File: src/rtl/tipi_reg_ctrl.sv
`default_nettype none
// ============================================================================
//  Module      : tipi_reg_ctrl
//  Description : TIPI mailbox register controller. Synchronises TI bus and Pi
//                strobes into clk, sequences TI writes to TD/TC, serves TI
//                reads of RD/RC and a serial Pi shift port with sticky IRQ.
//                Optional debug LEDs enabled by defining TIPI_LED_DEBUG_EN.
//  Revision    : 1.0  initial release
// ============================================================================
module tipi_reg_ctrl #(
  parameter int SYNC_STAGES = 2
) (
  input  logic        clk,
  input  logic        rst_n,
  input  logic [0:15] ti_a,
  input  logic [7:0]  ti_data,
  input  logic        ti_memen,
  input  logic        ti_we,
  input  logic        ti_dbin,
  output logic [7:0]  ti_rdata,
  output logic        ti_rdata_oe,
  input  logic        rpi_sclk,
  input  logic        rpi_sdin,
  input  logic        rpi_le,
  input  logic [1:0]  rpi_sel,
  output logic        rpi_sdout,
  output logic        rpi_irq,
  input  logic        rpi_ack,
  output logic [7:0]  led
);

  localparam logic [15:0] c_addr_td = 16'h5FFF;
  localparam logic [15:0] c_addr_tc = 16'h5FFD;
  localparam logic [15:0] c_addr_rd = 16'h5FFB;
  localparam logic [15:0] c_addr_rc = 16'h5FF9;
  // Bit order {ack, le, sclk, dbin, we, memen}; active-low strobes idle high.
  localparam logic [5:0]  c_sync_rst = 6'b000011;

  typedef enum logic [1:0] {
    IDLE = 2'd0,
    CAPT = 2'd1,
    HOLD = 2'd2
  } state_t;

  state_t      r_state, w_state_nxt;
  logic [5:0]  r_sync [SYNC_STAGES];
  logic [5:0]  w_sync;
  logic [2:0]  r_edge_d;
  logic [2:0]  w_rise;
  logic        w_memen, w_we, w_dbin;
  logic        w_sclk_rise, w_le_rise, w_ack_rise;
  logic        w_td_wr, w_tc_wr, w_rd_hit;
  logic [7:0]  r_td, r_tc, r_rd, r_rc;
  logic [7:0]  r_in_sr, r_out_sr;
  logic        r_irq;

  assign w_sync      = r_sync[SYNC_STAGES-1];
  assign w_memen     = w_sync[0];
  assign w_we        = w_sync[1];
  assign w_dbin      = w_sync[2];
  assign w_rise      = w_sync[5:3] & ~r_edge_d;
  assign w_sclk_rise = w_rise[0];
  assign w_le_rise   = w_rise[1];
  assign w_ack_rise  = w_rise[2];

  always_ff @(posedge clk or negedge rst_n) begin
    if (!rst_n) begin
      for (int i = 0; i < SYNC_STAGES; i++) r_sync[i] <= c_sync_rst;
      r_edge_d <= 3'b000;
    end else begin
      r_sync[0] <= {rpi_ack, rpi_le, rpi_sclk, ti_dbin, ti_we, ti_memen};
      for (int i = 1; i < SYNC_STAGES; i++) r_sync[i] <= r_sync[i-1];
      r_edge_d <= w_sync[5:3];
    end
  end

  // One write per strobe: HOLD blocks re-capture until we deasserts.
  always_comb begin
    w_state_nxt = r_state;
    case (r_state)
      IDLE:    if (!w_we && !w_memen) w_state_nxt = CAPT;
      CAPT:    w_state_nxt = HOLD;
      HOLD:    if (w_we) w_state_nxt = IDLE;
      default: w_state_nxt = IDLE;
    endcase
  end

  always_ff @(posedge clk or negedge rst_n) begin
    if (!rst_n) r_state <= IDLE;
    else        r_state <= w_state_nxt;
  end

  assign w_td_wr = (r_state == CAPT) && (ti_a == c_addr_td);
  assign w_tc_wr = (r_state == CAPT) && (ti_a == c_addr_tc);

  always_ff @(posedge clk or negedge rst_n) begin
    if (!rst_n) begin
      r_td  <= 8'h00;
      r_tc  <= 8'h00;
      r_irq <= 1'b0;
    end else begin
      if (w_td_wr) r_td <= ti_data;
      if (w_tc_wr) r_tc <= ti_data;
      if (w_tc_wr)         r_irq <= 1'b1;
      else if (w_ack_rise) r_irq <= 1'b0;
    end
  end

  assign w_rd_hit = !w_memen && w_dbin &&
                    ((ti_a == c_addr_rd) || (ti_a == c_addr_rc));

  always_ff @(posedge clk or negedge rst_n) begin
    if (!rst_n) begin
      ti_rdata    <= 8'h00;
      ti_rdata_oe <= 1'b0;
    end else begin
      ti_rdata_oe <= w_rd_hit;
      if (w_rd_hit) ti_rdata <= (ti_a == c_addr_rd) ? r_rd : r_rc;
    end
  end

  // Latch outranks shift; out_sr captures the pre-write register value.
  always_ff @(posedge clk or negedge rst_n) begin
    if (!rst_n) begin
      r_rd     <= 8'h00;
      r_rc     <= 8'h00;
      r_in_sr  <= 8'h00;
      r_out_sr <= 8'h00;
    end else if (w_le_rise) begin
      case (rpi_sel)
        2'b00:   r_out_sr <= r_td;
        2'b01:   r_out_sr <= r_tc;
        2'b10:   r_out_sr <= r_rd;
        default: r_out_sr <= r_rc;
      endcase
      if (rpi_sel == 2'b10) r_rd <= r_in_sr;
      if (rpi_sel == 2'b11) r_rc <= r_in_sr;
    end else if (w_sclk_rise) begin
      r_in_sr  <= {r_in_sr[6:0], rpi_sdin};
      r_out_sr <= {r_out_sr[6:0], 1'b0};
    end
  end

  assign rpi_sdout = r_out_sr[7];
  assign rpi_irq   = r_irq;

`ifdef TIPI_LED_DEBUG_EN
  logic [7:0] r_led;
  always_ff @(posedge clk or negedge rst_n) begin
    if (!rst_n) r_led <= 8'h00;
    else        r_led <= {r_td[7:4], r_tc[3:0]};
  end
  assign led = r_led;
`else
  assign led = 8'h00;
`endif

endmodule
`default_nettype wire
File: config.mk
export PLATFORM = sky130hd
export DESIGN_NAME = tipi_reg_ctrl
export DESIGN_NICKNAME = d
export VERILOG_FILES = /design/src/rtl/tipi_reg_ctrl.sv
export SDC_FILE = /design/constraint.sdc
export NUM_CORES = 1
export LEC_CHECK = 0
export CORE_ASPECT_RATIO = 0.75
export CORE_MARGIN = 5
export CORE_UTILIZATION = 40
export CTS_CLUSTER_SIZE = 25
export DETAILED_ROUTE_END_ITERATION = 16
export GPL_ROUTABILITY_DRIVEN = 0
export GPL_TIMING_DRIVEN = 1
export HOLD_SLACK_MARGIN = 0.08
export PLACE_DENSITY = 0.59
export SYNTH_ARGS = -nofsm -noshare
export SYNTH_HDL_FRONTEND = slang
export SYNTH_SLANG_ARGS = --single-unit
File: constraint.sdc
create_clock -name clk -period 2.19 [get_ports clk]
set_input_delay 0.3285 -clock clk [delete_from_list [all_inputs] [get_ports clk]]
set_output_delay 0.3285 -clock clk [all_outputs]
set_load 0.1 [all_outputs]
==> results of run 1 <==
-- where the power goes --
group          switching (mW)  leakage [nW]  internal (mW)
registers               0.214         0.965           1.63
logic                   0.262         0.767          0.356
clock network           0.492         0.134          0.902
-- kinds of logic after synthesis --
kind of cell / synth area share [%]
flip-flops: 59.9
multiplexers: 28.0
AND/OR/NAND/NOR: 7.17
other: 0.119
AO/OA/AOI/OAI: 1.79
buffers and inverters: 3.03
-- layout make-up --
cell class / count / area (µm²)
Multi-Input combinational cell: 120 / 1190
Clock buffer: 11 / 141
Clock inverter: 5 / 125
Tap cell: 105 / 131
Fill cell: 678 / 3790
Timing Repair Buffer: 55 / 510
Sequential cell: 75 / 1880
Inverter: 1 / 3.75
-- worst max-delay path, cell delays in order --
cell and delay (ns):
sky130_fd_sc_hd__clkdlybuf4s50_1 0.47, sky130_fd_sc_hd__nand4_2 0.14, sky130_fd_sc_hd__nor4_4 0.47, sky130_fd_sc_hd__nand4b_4 0.28
sky130_fd_sc_hd__mux2_2 0.34
-- metrics by stage --
step | hold slack (ns) | instances
floorplan | 0.0329 | 211
global route | 0.347 | 372
global placement | 0.284 | 355
detailed placement | 0.291 | 355
finish | 0.349 | 372
CTS | 0.349 | 372
-- metal layers --
layer  up-vias  track usage [%]  routed length, µm
met4         0             4.59                 72
met1       941             19.6               3150
met2        33             18.8               2590
li1        835                -                  -
met3         6             4.95                228
met5         -                0                  0
-- state kept, by name, indices dropped and copies added (netlist names) --
register	count
r_edge_d	3
r_in_sr	8
r_out_sr	8
r_rc	8
r_rd	8
r_state	2
r_sync	6
r_tc	8
r_td	8
rpi_irq	1
ti_rdata	8
ti_rdata_oe	1
w_sync	6
-- cells in the final DEF (no fill, tap or decap), drive strengths merged, types with 2 or more instances in the layout --
cell type,synthesis,routed
buf,11,21
nand4,3,3
clkbuf,4,11
nand2,11,11
mux2,56,56
nand2b,2,2
bufinv,0,4
mux4,8,8
o21ai,8,8
nor2b,3,3
mux2i,7,7
dfrtp,71,71
nor2,3,3
nor3b,2,2
nand4b,2,2
clkdlybuf4s50,0,33
nor4,2,2
conb,1,8
dfstp,4,4
-- final timing paths --
path / startpoint / end / cells past startpoint
max: ti_a[9] / r_tc[7] / 5
min: r_sync[11] / w_sync[5] / 0
max reg2reg: r_edge_d[1] / r_rc[4] / 4
min reg2reg: r_sync[11] / w_sync[5] / 0
max in group asynchronous: rst_n / w_sync[1] / 3
min in group asynchronous: rst_n / r_out_sr[5] / 2
==> out/summary.txt, run 1 <==
status = finished, final reports clean
Tightest Hold Check Type = flip-flop to flip-flop
critical path data required time = 2.42 ns
remaining antenna violation count after routing = 0
clk_lat worst skew = 0.35 ns
number of optimization iterations in the first detailed-route pass = 4
Core Util, Final = 51.3%
count of flip-flops with a built-in enable after synthesis = 0
shortest period the worst path allows = 1.80 ns
Cell Area, Synth = 3140 µm²
maximum fanout along the worst path = 9
pin count of the biggest net entering global routing = 47
Die Width = 112 µm
violation count after the first detailed-routing iteration = 61
Post-CTS Resized = 0
die area = 9750 µm²
clock tree from TritonCTS = built
top-area cell type share of the netlist area = 56.5%
element type at the critical path start = input port
total detailed-routing wirelength = 6040 µm
number of different library cells in the post-synthesis netlist = 31
via count of the routed design = 1815
PwrDens = 968 nW/µm²
number of sinks on the clock net = 75
crit path setup slack, layout = 0.389 ns
Max VDD drop = 557 µV
fmax = 555 MHz
Worst-path clk slew = 0.07 ns
global-route usage over all layers = 13.5%
initial antenna violation count = 0
final layout net count = 297
Longest Clk Path Bufs = 2
global-route wire length before repair = 9960 µm
via count of the first global-routing pass = 1860
mean post-synth cell area = 15.4 µm²
critical setup path kind = input port to flip-flop
warning count from the yosys run = 0
total leakage power = 1.87 nW
Post-CTS Hold Buffers = 1
I/O pins = 54
Clock Root Buffer = sky130_fd_sc_hd__clkbuf_8
DRC viols = 0
Setup violations, final = 0
pre-CTS setup slack = 0.0159 ns
share of the yosys chip area belonging to registers = 59.9%
final design instance area without fill = 3990 µm²
DR WL/cell = 16.2 µm
number of inserted diodes = 0
clock tree skew after final layout = 0.0125 ns
initial core utilization = 40.4%
worst reg-to-reg setup slack = 0.59 ns
mean number of vias per cell = 4.88
number of port buffers = 45
H-Tree Depth = 3
most repeated cell in the gate-level netlist after synthesis = sky130_fd_sc_hd__dfrtp_1
Main synth FF type = sky130_fd_sc_hd__dfrtp_1
ranking of synthesized cells by area = sky130_fd_sc_hd__dfrtp_1, sky130_fd_sc_hd__mux2_2, sky130_fd_sc_hd__mux4_2, sky130_fd_sc_hd__dfstp_2, sky130_fd_sc_hd__mux2i_1
Post-Route Setup TNS = 0 ns
area added between synthesis and finish = 26.8%
Total Power = 3.86 mW
share of layout cells above drive strength 1 = 41.6%
final slew viol count = 0
most common library cells after synthesis = sky130_fd_sc_hd__dfrtp_1, sky130_fd_sc_hd__mux2_2, sky130_fd_sc_hd__nand2_1
core area = 7780 µm²
Post-CTS Repair Setup Buffers = 0
Std-Cell Rows = 28
Hold Violations, Final = 0
Area after DPL = 3710 µm²
number of register bits inferred by synthesis = 75
remaining global-route overflow = 0
post-synthesis cell count = 204
number of buffers inserted during clock tree synthesis = 9
number of maximum-capacitance violations = 0
Arrival @ worst endpoint = 2.04 ns
estimated wirelength of the detail-placed design = 4220 µm
unrepaired setup endpoints after global routing = no
area leader, netlist = sky130_fd_sc_hd__dfrtp_1
Async SR Flop Fraction = 100%
die height = 86.8 µm
Critical Path End Type = flip-flop
Final Cycle Share = 82.2%
Power figures use the tool's default switching activity.
==> inputs of run 2 (changes only) <==
--- a/config.mk
+++ b/config.mk
@@ -13,7 +13,7 @@
 export GPL_ROUTABILITY_DRIVEN = 0
 export GPL_TIMING_DRIVEN = 1
 export HOLD_SLACK_MARGIN = 0.08
-export PLACE_DENSITY = 0.59
+export PLACE_DENSITY = 0.62
 export SYNTH_ARGS = -nofsm -noshare
 export SYNTH_HDL_FRONTEND = slang
 export SYNTH_SLANG_ARGS = --single-unit
==> constraint.sdc (replaced) <==
create_clock -name clk -period 1.45 [get_ports clk]
set_input_delay 0.2175 -clock clk [delete_from_list [all_inputs] [get_ports clk]]
set_output_delay 0.2175 -clock clk [all_outputs]
set_load 0.1 [all_outputs]
==> run 2 against run 1 <==
Sequential cell count stayed put; via count up 6.0%; global-route usage is 1.4 points higher; worst setup slack got worse by 0.35 ns; critical path depth shrank 2; critical path type is now flip-flop to flip-flop.
==> out/summary.txt, run 2 (same netlist as run 1, synthesis figures left out) <==
Tightest Hold Check Type = input port to flip-flop
status = finished, final reports clean
family with the most delay on the worst path = simple AND/OR/NAND/NOR gates
violation count after the first detailed-routing iteration = 47
register cell area after layout = 1880 µm²
global-route usage over all layers = 14.9%
final slew viol count = 0
number of inserted diodes = 0
most frequent cells in the layout = sky130_fd_sc_hd__dfrtp_1, sky130_fd_sc_hd__mux2_2, sky130_fd_sc_hd__clkdlybuf4s50_1
number of optimization iterations in the first detailed-route pass = 5
Hold Violations, Final = 0
Setup violations, final = 0
worst reg-to-reg setup slack = 0.04 ns
total leakage power = 2.01 nW
final design instance area without fill = 4320 µm²
clock tree skew after final layout = 0.00885 ns
initial core utilization = 40.4%
total detailed-routing wirelength = 6540 µm
core area = 7780 µm²
die area = 9750 µm²
fmax = 709 MHz
PwrDens = 1300 nW/µm²
number of port buffers = 45
remaining antenna violation count after routing = 0
maximum fanout along the worst path = 8
mean number of vias per cell = 4.94
number of sinks on the clock net = 75
DRC viols = 0
H-Tree Depth = 3
clk_lat worst skew = 0.36 ns
die height = 86.8 µm
Slowest cell on crit path = sky130_fd_sc_hd__dfrtp_1
Arrival @ worst endpoint = 1.65 ns
clock tree from TritonCTS = built
Critical Path End Type = flip-flop
estimated wirelength of the detail-placed design = 4550 µm
Clock Root Buffer = sky130_fd_sc_hd__clkbuf_8
number of maximum-capacitance violations = 0
initial antenna violation count = 0
Finished Layout Cells = 389
Max stage delay on crit path = 0.40 ns
Die Width = 112 µm
number of cells in the design after placement = 364
critical path data required time = 1.69 ns
pin count of the biggest net entering global routing = 35
commonest non-fill, non-tap cell in the layout = sky130_fd_sc_hd__dfrtp_1
Max VDD drop = 797 µV
via count of the first global-routing pass = 1991
shortest period the worst path allows = 1.41 ns
buffering stage count on the worst path with inverters included = 0
Std-Cell Rows = 28
via count of the routed design = 1923
Area after DPL = 3970 µm²
global-route wire length before repair = 10800 µm
share of layout cells above drive strength 1 = 47.2%
I/O pins = 54
number of buffers inserted during clock tree synthesis = 9
unrepaired setup endpoints after global routing = yes
cells traversed along the worst timing path = and2b_4, nand4_4, mux2_4
critical setup path kind = flip-flop to flip-flop
element type at the critical path start = flip-flop
remaining global-route overflow = 0
area used by multi-input combinational logic = 1260 µm²
fill cell count = 657
Longest Clk Path Bufs = 2
Final Cycle Share = 97.3%
final layout net count = 314
DR WL/cell = 16.8 µm
Worst-path clk slew = 0.08 ns
area added between synthesis and finish = 37.5%
## run 2: cell types whose count changed in the layout (fill, tap and decap cells not counted), moves of 2 or more
cell / previous run / this run
sky130_fd_sc_hd__mux2_2: 56 / 51
sky130_fd_sc_hd__clkdlybuf4s50_1: 33 / 19
sky130_fd_sc_hd__buf_4: 20 / 17
sky130_fd_sc_hd__nor2b_1: 3 / 1
sky130_fd_sc_hd__buf_12: 1 / 16
sky130_fd_sc_hd__bufinv_16: 4 / 2
sky130_fd_sc_hd__dlygate4sd2_1: 0 / 13
sky130_fd_sc_hd__mux2_4: 0 / 5
sky130_fd_sc_hd__buf_6: 0 / 4
## run 2: power by group
group	total (mW)	switching [mW]	internal, mW
sequential	2.78	0.307	2.47
combinational	1.04	0.428	0.613
clock	1.81	0.754	1.06
## run 2: worst reg2reg max path: stages (launching register included)
cell,delay [ns]
sky130_fd_sc_hd__dfrtp_1,0.40
sky130_fd_sc_hd__and2b_4,0.32
sky130_fd_sc_hd__nand4_4,0.21
sky130_fd_sc_hd__mux2_4,0.36
## run 2: cell type report
cell class | count | area share (%)
repair buffers | 71 | 18.9
inverters | 1 | 0.0869
well taps | 105 | 3.04
clock inverters | 4 | 1.68
flip-flops and latches | 75 | 43.6
clock buffers | 12 | 3.59
multi-input cells | 121 | 29.1
## run 2: final timing paths
path / from / to / cells past startpoint
setup reg to reg: r_state[1] / r_td[7] / 3
setup / recovery: r_state[1] / r_td[7] / 3
max in group asynchronous: rst_n / r_in_sr[3] / 3
hold reg to reg: r_sync[8] / w_sync[2] / 0
hold / removal: ti_we / r_sync[7] / 1
min in group asynchronous: rst_n / r_out_sr[2] / 2
## run 2: routing by layer
layer  routed length [µm]  vias to the layer above  global-route usage (%)
li1                     -                      873                       -
met1                 3150                     1003                    20.2
met2                 3020                       37                    22.2
met3                  270                       10                    5.44
met4                  103                        0                    5.57
met5                    0                        -                       0
## run 2: through the flow
step / util [%] / setup TNS (ns) / hold slack [ns] / power (mW) / setup WS, ns
floorplan: - / 0 / -0.0781 / 3.40 / 0.0127
global placement: 51.0 / -16.70 / 0.217 / 3.77 / -0.523
detailed placement: 51.0 / -17.13 / 0.207 / 3.80 / -0.539
CTS: 55.0 / 0 / 0.245 / 5.64 / 0.00952
global route: 55.6 / -0.00964 / 0.227 / 5.91 / -0.00964
finish: 55.6 / 0 / 0.261 / 5.63 / 0.0389
## run 2: what timing repair did
| item | 4_1_cts | 5_1_grt |
|---|---|---|
| gates resized for setup | 22 | 10 |
| buffers inserted | 6 | 1 |
| endpoints found under the setup margin | 33 | 27 |
| pin swaps | 6 | 3 |
| hold buffers | 1 | 0 |
| gates cloned | 1 | 0 |
| endpoints found under the hold margin | 28 | 0 |
